--- src/rtl/video_in_pack_fifo_if.sv ---
// Camera-side and store-side signals of the video_in pack FIFO.
// The camera/store side drives through master; the FIFO block uses slave.
interface video_in_pack_fifo_if #(
  parameter int FIFO_DEPTH = 64
) ();
  localparam int LEVEL_W = $clog2(FIFO_DEPTH) + 1;

  logic [7:0]         pixel_in;
  logic               line_valid;
  logic               frame_valid;
  logic               r_ack;
  logic [31:0]        data_fifo;
  logic               nb_pack_available;
  logic [LEVEL_W-1:0] level;
  logic               overflow;
  logic               frame_err;

  modport master (
    output pixel_in, line_valid, frame_valid, r_ack,
    input  data_fifo, nb_pack_available, level, overflow, frame_err
  );

  modport slave (
    input  pixel_in, line_valid, frame_valid, r_ack,
    output data_fifo, nb_pack_available, level, overflow, frame_err
  );
endinterface

--- src/rtl/video_in_pack_fifo.sv ---
// Packs 4 luma pixels per 32-bit little-endian word and buffers them in a
// show-ahead FIFO for the store stage. Frames are only accepted from a frame_valid rise.
module video_in_pack_fifo #(
  parameter int p_WIDTH    = 640,
  parameter int p_HEIGHT   = 480,
  parameter int NB_PACK    = 16,
  parameter int FIFO_DEPTH = 64
) (
  input logic                clk,
  input logic                RST,
  video_in_pack_fifo_if.slave bus
);
  localparam int AW = $clog2(FIFO_DEPTH);
  localparam int LW = AW + 1;
  localparam logic [19:0]   FRAME_PIX = 20'(p_WIDTH * p_HEIGHT);
  localparam logic [LW-1:0] FULL_LVL  = LW'(FIFO_DEPTH);
  localparam logic [LW-1:0] PACK_LVL  = LW'(NB_PACK);
  localparam logic [LW-1:0] LVL_ONE   = LW'(1);
  localparam logic [AW-1:0] PTR_ONE   = AW'(1);

  typedef enum logic [1:0] {SYNC, WAIT_FRAME, ACTIVE} state_t;

  state_t         state_q, state_nxt;
  logic           fv_p1;
  logic [1:0]     byte_idx_q;
  logic [19:0]    pix_cnt_q;
  logic [23:0]    pack_p0;
  logic [31:0]    mem [FIFO_DEPTH];
  logic [AW-1:0]  wr_ptr_q, rd_ptr_q;
  logic [LW-1:0]  level_q, level_nxt;
  logic           nb_q, overflow_q, frame_err_q;

  logic frame_start, frame_end, pix_vld, push, pop, wr_en, full;

  always_comb begin
    state_nxt   = state_q;
    frame_start = 1'b0;
    frame_end   = 1'b0;
    case (state_q)
      SYNC:       if (!bus.frame_valid) state_nxt = WAIT_FRAME;
      WAIT_FRAME: if (bus.frame_valid && !fv_p1) begin
        state_nxt   = ACTIVE;
        frame_start = 1'b1;
      end
      ACTIVE:     if (!bus.frame_valid) begin
        state_nxt = WAIT_FRAME;
        frame_end = 1'b1;
      end
      default:    state_nxt = SYNC;
    endcase

    pix_vld = (state_q == ACTIVE) && bus.frame_valid && bus.line_valid;
    push    = pix_vld && (byte_idx_q == 2'd3);
    full    = (level_q == FULL_LVL);
    pop     = bus.r_ack && (level_q != '0);
    // A full FIFO still takes the word when the same cycle frees a slot.
    wr_en   = push && (!full || bus.r_ack);

    level_nxt = level_q;
    if (wr_en && !pop)      level_nxt = level_q + LVL_ONE;
    else if (!wr_en && pop) level_nxt = level_q - LVL_ONE;
  end

  // Control state: FSM, counters, pointers, flags
  always_ff @(posedge clk) begin
    if (RST) begin
      state_q     <= SYNC;
      fv_p1       <= 1'b0;
      byte_idx_q  <= 2'd0;
      pix_cnt_q   <= '0;
      wr_ptr_q    <= '0;
      rd_ptr_q    <= '0;
      level_q     <= '0;
      nb_q        <= 1'b0;
      overflow_q  <= 1'b0;
      frame_err_q <= 1'b0;
    end else begin
      state_q <= state_nxt;
      fv_p1   <= bus.frame_valid;
      if (frame_start) begin
        pix_cnt_q   <= '0;
        byte_idx_q  <= 2'd0;
        overflow_q  <= 1'b0;
        frame_err_q <= 1'b0;
      end else if (pix_vld) begin
        byte_idx_q <= byte_idx_q + 2'd1;
        if (pix_cnt_q != '1) pix_cnt_q <= pix_cnt_q + 20'd1;
      end
      if (frame_end && ((pix_cnt_q != FRAME_PIX) || (byte_idx_q != 2'd0)))
        frame_err_q <= 1'b1;
      if (push && full && !bus.r_ack) overflow_q <= 1'b1;
      if (wr_en) wr_ptr_q <= wr_ptr_q + PTR_ONE;
      if (pop)   rd_ptr_q <= rd_ptr_q + PTR_ONE;
      level_q <= level_nxt;
      nb_q    <= (level_nxt >= PACK_LVL);
    end
  end

  // Datapath: pixel gathering and word storage
  always_ff @(posedge clk) begin
    if (pix_vld) begin
      case (byte_idx_q)
        2'd0:    pack_p0[7:0]   <= bus.pixel_in;
        2'd1:    pack_p0[15:8]  <= bus.pixel_in;
        2'd2:    pack_p0[23:16] <= bus.pixel_in;
        default: ;
      endcase
    end
    if (wr_en) mem[wr_ptr_q] <= {bus.pixel_in, pack_p0};
  end

  assign bus.data_fifo         = mem[rd_ptr_q];
  assign bus.level             = level_q;
  assign bus.nb_pack_available = nb_q;
  assign bus.overflow          = overflow_q;
  assign bus.frame_err         = frame_err_q;
endmodule

--- src/flat_wrapper.sv ---
// flat-port wrapper written by rule: the top's interface ports become plain ports
module video_in_pack_fifo_flat 
#(
  parameter int p_WIDTH    = 640,
  parameter int p_HEIGHT   = 480,
  parameter int NB_PACK    = 16,
  parameter int FIFO_DEPTH = 64
)
  (clk, RST, bus_pixel_in, bus_line_valid, bus_frame_valid, bus_r_ack, bus_data_fifo, bus_nb_pack_available, bus_level, bus_overflow, bus_frame_err);
  video_in_pack_fifo_if #(.FIFO_DEPTH(FIFO_DEPTH)) bus_i ();
  input logic clk;
  input logic RST;
  input wire logic [$bits(bus_i.pixel_in)-1:0] bus_pixel_in;
  input wire logic [$bits(bus_i.line_valid)-1:0] bus_line_valid;
  input wire logic [$bits(bus_i.frame_valid)-1:0] bus_frame_valid;
  input wire logic [$bits(bus_i.r_ack)-1:0] bus_r_ack;
  output wire logic [$bits(bus_i.data_fifo)-1:0] bus_data_fifo;
  output wire logic [$bits(bus_i.nb_pack_available)-1:0] bus_nb_pack_available;
  output wire logic [$bits(bus_i.level)-1:0] bus_level;
  output wire logic [$bits(bus_i.overflow)-1:0] bus_overflow;
  output wire logic [$bits(bus_i.frame_err)-1:0] bus_frame_err;
  assign bus_i.pixel_in = bus_pixel_in;
  assign bus_i.line_valid = bus_line_valid;
  assign bus_i.frame_valid = bus_frame_valid;
  assign bus_i.r_ack = bus_r_ack;
  assign bus_data_fifo = bus_i.data_fifo;
  assign bus_nb_pack_available = bus_i.nb_pack_available;
  assign bus_level = bus_i.level;
  assign bus_overflow = bus_i.overflow;
  assign bus_frame_err = bus_i.frame_err;
  video_in_pack_fifo #(.p_WIDTH(p_WIDTH), .p_HEIGHT(p_HEIGHT), .NB_PACK(NB_PACK), .FIFO_DEPTH(FIFO_DEPTH)) u_core (.clk(clk), .RST(RST), .bus(bus_i));
endmodule
--- config.mk ---
export PLATFORM = sky130hd
export DESIGN_NAME = video_in_pack_fifo_flat
export DESIGN_NICKNAME = d
export VERILOG_FILES = /design/src/rtl/video_in_pack_fifo_if.sv /design/src/rtl/video_in_pack_fifo.sv /design/src/flat_wrapper.sv
export SDC_FILE = /design/constraint.sdc
export NUM_CORES = 2
export LEC_CHECK = 0
export ABC_AREA = 1
export CAP_MARGIN = 30
export CORE_AREA = 5 5 501 355
export DETAILED_ROUTE_END_ITERATION = 6
export DIE_AREA = 0 0 506 360
export GPL_TIMING_DRIVEN = 1
export PLACE_DENSITY = 0.68
export SKIP_CTS_REPAIR_TIMING = 1
export SYNTH_ARGS = -nofsm -noshare
export SYNTH_HDL_FRONTEND = slang
export SYNTH_SLANG_ARGS = --single-unit
--- constraint.sdc ---
create_clock -name clk -period 7.4 [get_ports clk]
set_input_delay 1.48 -clock clk [delete_from_list [all_inputs] [get_ports clk]]
set_output_delay 1.48 -clock clk [all_outputs]
set_load 0.01 [all_outputs]
-- After elaboration in Yosys (flattened, before gate mapping)
Memory sizes are Yosys's and may differ from the RTL's. A register that Yosys moved wholly into a read port is not among the register bits.
Index checks and enable logic that the tools add are counted.
- memory bits (writable): 2048
- input port bits: 13
- register bits after elaboration: 71
- logic and storage cells: 78
- memories kept: 1
- magnitude comparators: 1
- reductions and logical operators: 31
- $add $sub $neg: 6
- muxes and demuxes: 16
- equal/unequal tests: 10
- memories (memory ; words ; width ; read ports ; clocked after memory_dff ; write ports ; RTL line ; RTL):
    u_core.mem ; 64 ; 32 ; 1 ; 1 ; 1 ; video_in_pack_fifo.sv:28 ; logic [31:0] mem [FIFO_DEPTH];
- operators with widths (cell ; count):
    $add A20 B1 Y20 const B ; 1
    $ne A20 B19 Y1 const B ; 1
    $ne A20 B20 Y1 const B ; 1
    $mux W7 ; 2
    $add A6 B1 Y6 const B ; 2
    $mux W6 ; 2
    $logic_and A1 B1 Y1 ; 11
    $reduce_and A2 Y1 ; 5
    $mux W1 ; 9
    $add A7 B1 Y7 const B ; 1
    $eq A7 B7 Y1 const B ; 1
    $ge A7 B5 Y1 const B ; 1
    $reduce_bool A7 Y1 ; 1
    $sub A7 B1 Y7 const B ; 1
    $eq A2 B2 Y1 const B ; 3
    $reduce_bool A2 Y1 ; 3
    $logic_not A1 Y1 ; 5
    $eq A2 B1 Y1 const B ; 2
    $logic_not A2 Y1 ; 2
    $mux W2 ; 2
    $pmux W2 S2 ; 1
    $reduce_or A2 Y1 ; 2
    $add A2 B1 Y2 const B ; 1
    $logic_or A1 B1 Y1 ; 2
    other kinds (2) ; 2

-- Depth between registers and ports, before layout
- word-level depth: 10
- gate-level depth with buffers: 13
- gate-level depth less buffers: 13

-- Worst setup path before layout
OpenSTA, ideal clock, no wires.
- path type: input to register
- from: input port bus_line_valid
- to: memory u_core.mem[7][0], enable pin
- arrival: 4.382 ns
- setup slack: 2.557 ns
- stages: 8
- path buffers: 0
- cell sequence: nand4_4 > nor2_2 > nand2_2 > inv_1 > nand2_2 > inv_1 > nand2_1 > nor3_1
- longest elaborated chain between the ends: 5
- RTL lines (what ; RTL line ; RTL):
    from (decl) ; flat_wrapper.sv:14 ; input wire logic [$bits(bus_i.line_valid)-1:0] bus_line_valid;
    $logic_and A1 B1 Y1 ; video_in_pack_fifo.sv:52 ; pix_vld = (state_q == ACTIVE) && bus.frame_valid && bus.line_valid;
    $logic_and A1 B1 Y1 ; video_in_pack_fifo.sv:53 ; push = pix_vld && (byte_idx_q == 2'd3);
    $logic_and A1 B1 Y1 ; video_in_pack_fifo.sv:57 ; wr_en = push && (!full || bus.r_ack);
    $mux W1 ; video_in_pack_fifo.sv:109 ; if (wr_en) mem[wr_ptr_q] <= {bus.pixel_in, pack_p0};
    $mux W1 (not written as such) ; video_in_pack_fifo.sv:109 ;
    to (decl) ; video_in_pack_fifo.sv:28 ;
No other way between the ends.

==> metrics.txt <==
distinct cell type count after synthesis=39; TritonRoute pass-1 iters=7; Via density=6.03; area grow syn2layout=11.0%; Crit Path Max Fanout=100; Crit Path Category=flip-flop to output port; worst-case vdd ir drop=0.383 mV; outcome=finished with violations; gr usage total=26.6%; initial antenna violation count=11; met1 GRT Util=38.1%; register area share after synthesis=73.9%; filler cell count=13800; layout cells sized above 1=7.38%; failing checks=DRC; height of the die=360 um; Slew Viols, Final=0; PortBufs=54; Tcrit/Tclk final=84.0%; fin nets=7100; Non-Filler Instances=9513; Hold Vio Cnt, Final=0; data required time of the critical path=5920 ps; total die area=182000 um2; first-pass GRT wire length=362000 um; Die Width=506 um; Floorplan Core Area=173000 um2; CTS tree=yes; Syn Std Cell Area=85600 um2; vias in the first global route=54400; RSZ-0062 raised after global routing=false; Post-Syn Nets=7141; Pleak=0.0326 uW; Yosys Warn Count=0; # H-tree levels=4; number of synthesized register bits=2125; Maximum Capacitance Violations=0; Synth Area per Inst=12.0 um2; CP startpoint kind=flip-flop; synth top area cells=edfxtp_1, nand3_1, nand2_1; FMAX=161 MHz; GRT overflow=0; Worst Skew=30.0 ps; Slew Limit Headroom=28.7%; starting density of the core=49.6%; Placed Cells=9159; Data arrival, critical path=4730 ps; Syn Inst Count=7117; Worst-Margin Slew=1070 ps; Antenna Nets Post-Route=0; FP Rows=128; setup_tns=0 ps; clock root cell=clkbuf_16; CTS Buffer Depth=3; gp weighted congestion=0.836; DR WL/cell=26.2 um; Reg-to-Reg Start=u_core.bus.level[0]; Power Density=329 nW/um2; DRC=4; routing usage on met3=7.63%; Worst-path clk slew=70 ps; initial drt markers=9515; crit end category=output port; R2R Setup Slk=3540 ps; HPWL Detailed=130000 um; CTS buffer count=187; fin crit period=6210 ps; largest net degree at the start of global routing=183; cell taking the most area after synthesis=edfxtp_1; Hold/Removal Path Class=flip-flop to flip-flop; CTS Sinks=2125; WHS Path Cells=2; hold path start=u_core.rd_ptr_q[5]; Final setup viols=0; GR peak layer=met2; area share of the largest cell type after synthesis=72.7%; met2 global-route usage=39.3%; total wire length=249000 um; R2R cell count=10; vias=57400; IO Pins=55; Clock Latency Late Sink=840 ps
[layout by cell type (no fill, tap or decap), types with 5 or more instances in the layout]
| cell type | netlist | final |
|---|---|---|
| nand2_1 | 2236 | 2236 |
| edfxtp_1 | 2072 | 2072 |
| nand3_1 | 1977 | 1977 |
| clkbuf_16 | 0 | 190 |
| buf_4 | 41 | 134 |
| nor2_4 | 4 | 66 |
| inv_1 | 52 | 51 |
| dfxtp_1 | 53 | 47 |
| clkdlybuf4s50_1 | 0 | 46 |
| clkinv_1 | 1 | 45 |
| clkbuf_1 | 58 | 44 |
| nor2_1 | 105 | 41 |
| a21oi_1 | 35 | 35 |
| buf_12 | 0 | 34 |
| clkinv_2 | 0 | 26 |
| and2_1 | 25 | 25 |
| xor2_1 | 13 | 13 |
| bufinv_16 | 0 | 13 |
| nor3_1 | 14 | 12 |
| clkbuf_8 | 0 | 12 |
| o21ai_0 | 11 | 11 |
| ha_1 | 11 | 11 |
| nand4_1 | 8 | 8 |
| buf_2 | 276 | 8 |
| inv_6 | 0 | 7 |
| o21ai_1 | 6 | 6 |
| xnor2_1 | 6 | 6 |
| nor2_2 | 3 | 5 |
| dfxtp_4 | 0 | 5 |
| clkinv_8 | 0 | 5 |
[worst max-delay path, cell delays in order (launching register included)]
cell,delay [ps]
dfxtp_4,900
inv_8,490
buf_4,470
nand3_1,150
nand3_1,110
nand3_1,130
nand3_1,190
nand3_1,340
and2_1,390
clkdlybuf4s50_1,620
[power breakdown]
part | internal [uW] | switching [uW]
sequential | 13100 | 161
clock | 5310 | 4390
combinational | 2450 | 5830
[worst paths after layout]
kind / to
setup / recovery: bus_data_fifo[28]
hold / removal: flip-flop
setup reg to reg: u_core.mem[54][10]
hold reg to reg: flip-flop
[registers in the layout, indices dropped and copies added (netlist names), named ones only]
| register | count |
|---|---|
| u_core.bus.frame_err | 1 |
| u_core.bus.level | 7 |
| u_core.bus.nb_pack_available | 1 |
| u_core.bus.overflow | 1 |
| u_core.byte_idx_q | 2 |
| u_core.fv_p1 | 1 |
| u_core.mem | 2048 |
| u_core.pack_p0 | 24 |
| u_core.pix_cnt_q | 20 |
| u_core.rd_ptr_q | 6 |
| u_core.state_q | 2 |
| u_core.wr_ptr_q | 6 |
[metal layers]
metal	vias to the layer above	share of wire (%)
met2	3844	44
li1	25200	-
met1	27800	39
met3	469	14
met4	4	3.4
met5	-	0.0080
[stage by stage]
stage                     hold slack [ps]  util (%)  instance area [um2]  power, uW  worst slack, ps
after global routing                  499      55.0                95000      32500             1140
after CTS                             458      55.0                94900      31200             1150
final                                 461      55.0                95000      31200             1190
after global placement                440      51.4                88700      21600             2100
after floorplan                       436         -                85600      19100             2560
after detailed placement              447      51.5                88900      21600             2080
[cells by family (layout without fill, tap and decap cells)]
kind of cell    count (synthesis)  in the layout  synth area share, %
flops                        2125           2125                 73.9
simple gates                 4391           4391                 22.5
fa+ha+maj                      11             11                0.161
buf+inv                       513            630                 2.91
xor+xnor                       19             19                0.194
other cells                     0              4                    0
compound gates                 58             58                0.357
[cell type report]
type	count	area (um2)	area share (%)
Sequential cell	2125	63300	66.6
Tap cell	2275	2850	3.00
Clock inverter	100	908	0.956
Antenna cell	4	10.0	0.0105
Inverter	56	248	0.261
Timing Repair Buffer	227	2310	2.43
Multi-Input combinational cell	4479	20300	21.4
Clock buffer	247	5090	5.36
[synthesized netlist by cell type, drive strengths merged]
cell type  instances
a32oi              1
and3               1
inv               55
xor2              13
clkbuf            58
and2              25
nor2             112
a31oi              1
clkinv             1
ha                11
nand2           2239
nor4               4
a21oi             35
o21bai             1
a211oi             1
xnor2              6
edfxtp          2072
nor3              14
buf              399
nand3b             1
o21ai             17
a21boi             1
nand4              9
nand3           1984
o21a               1
nor3b              2
dfxtp             53
No activity file was read; power rests on OpenSTA's default activity.
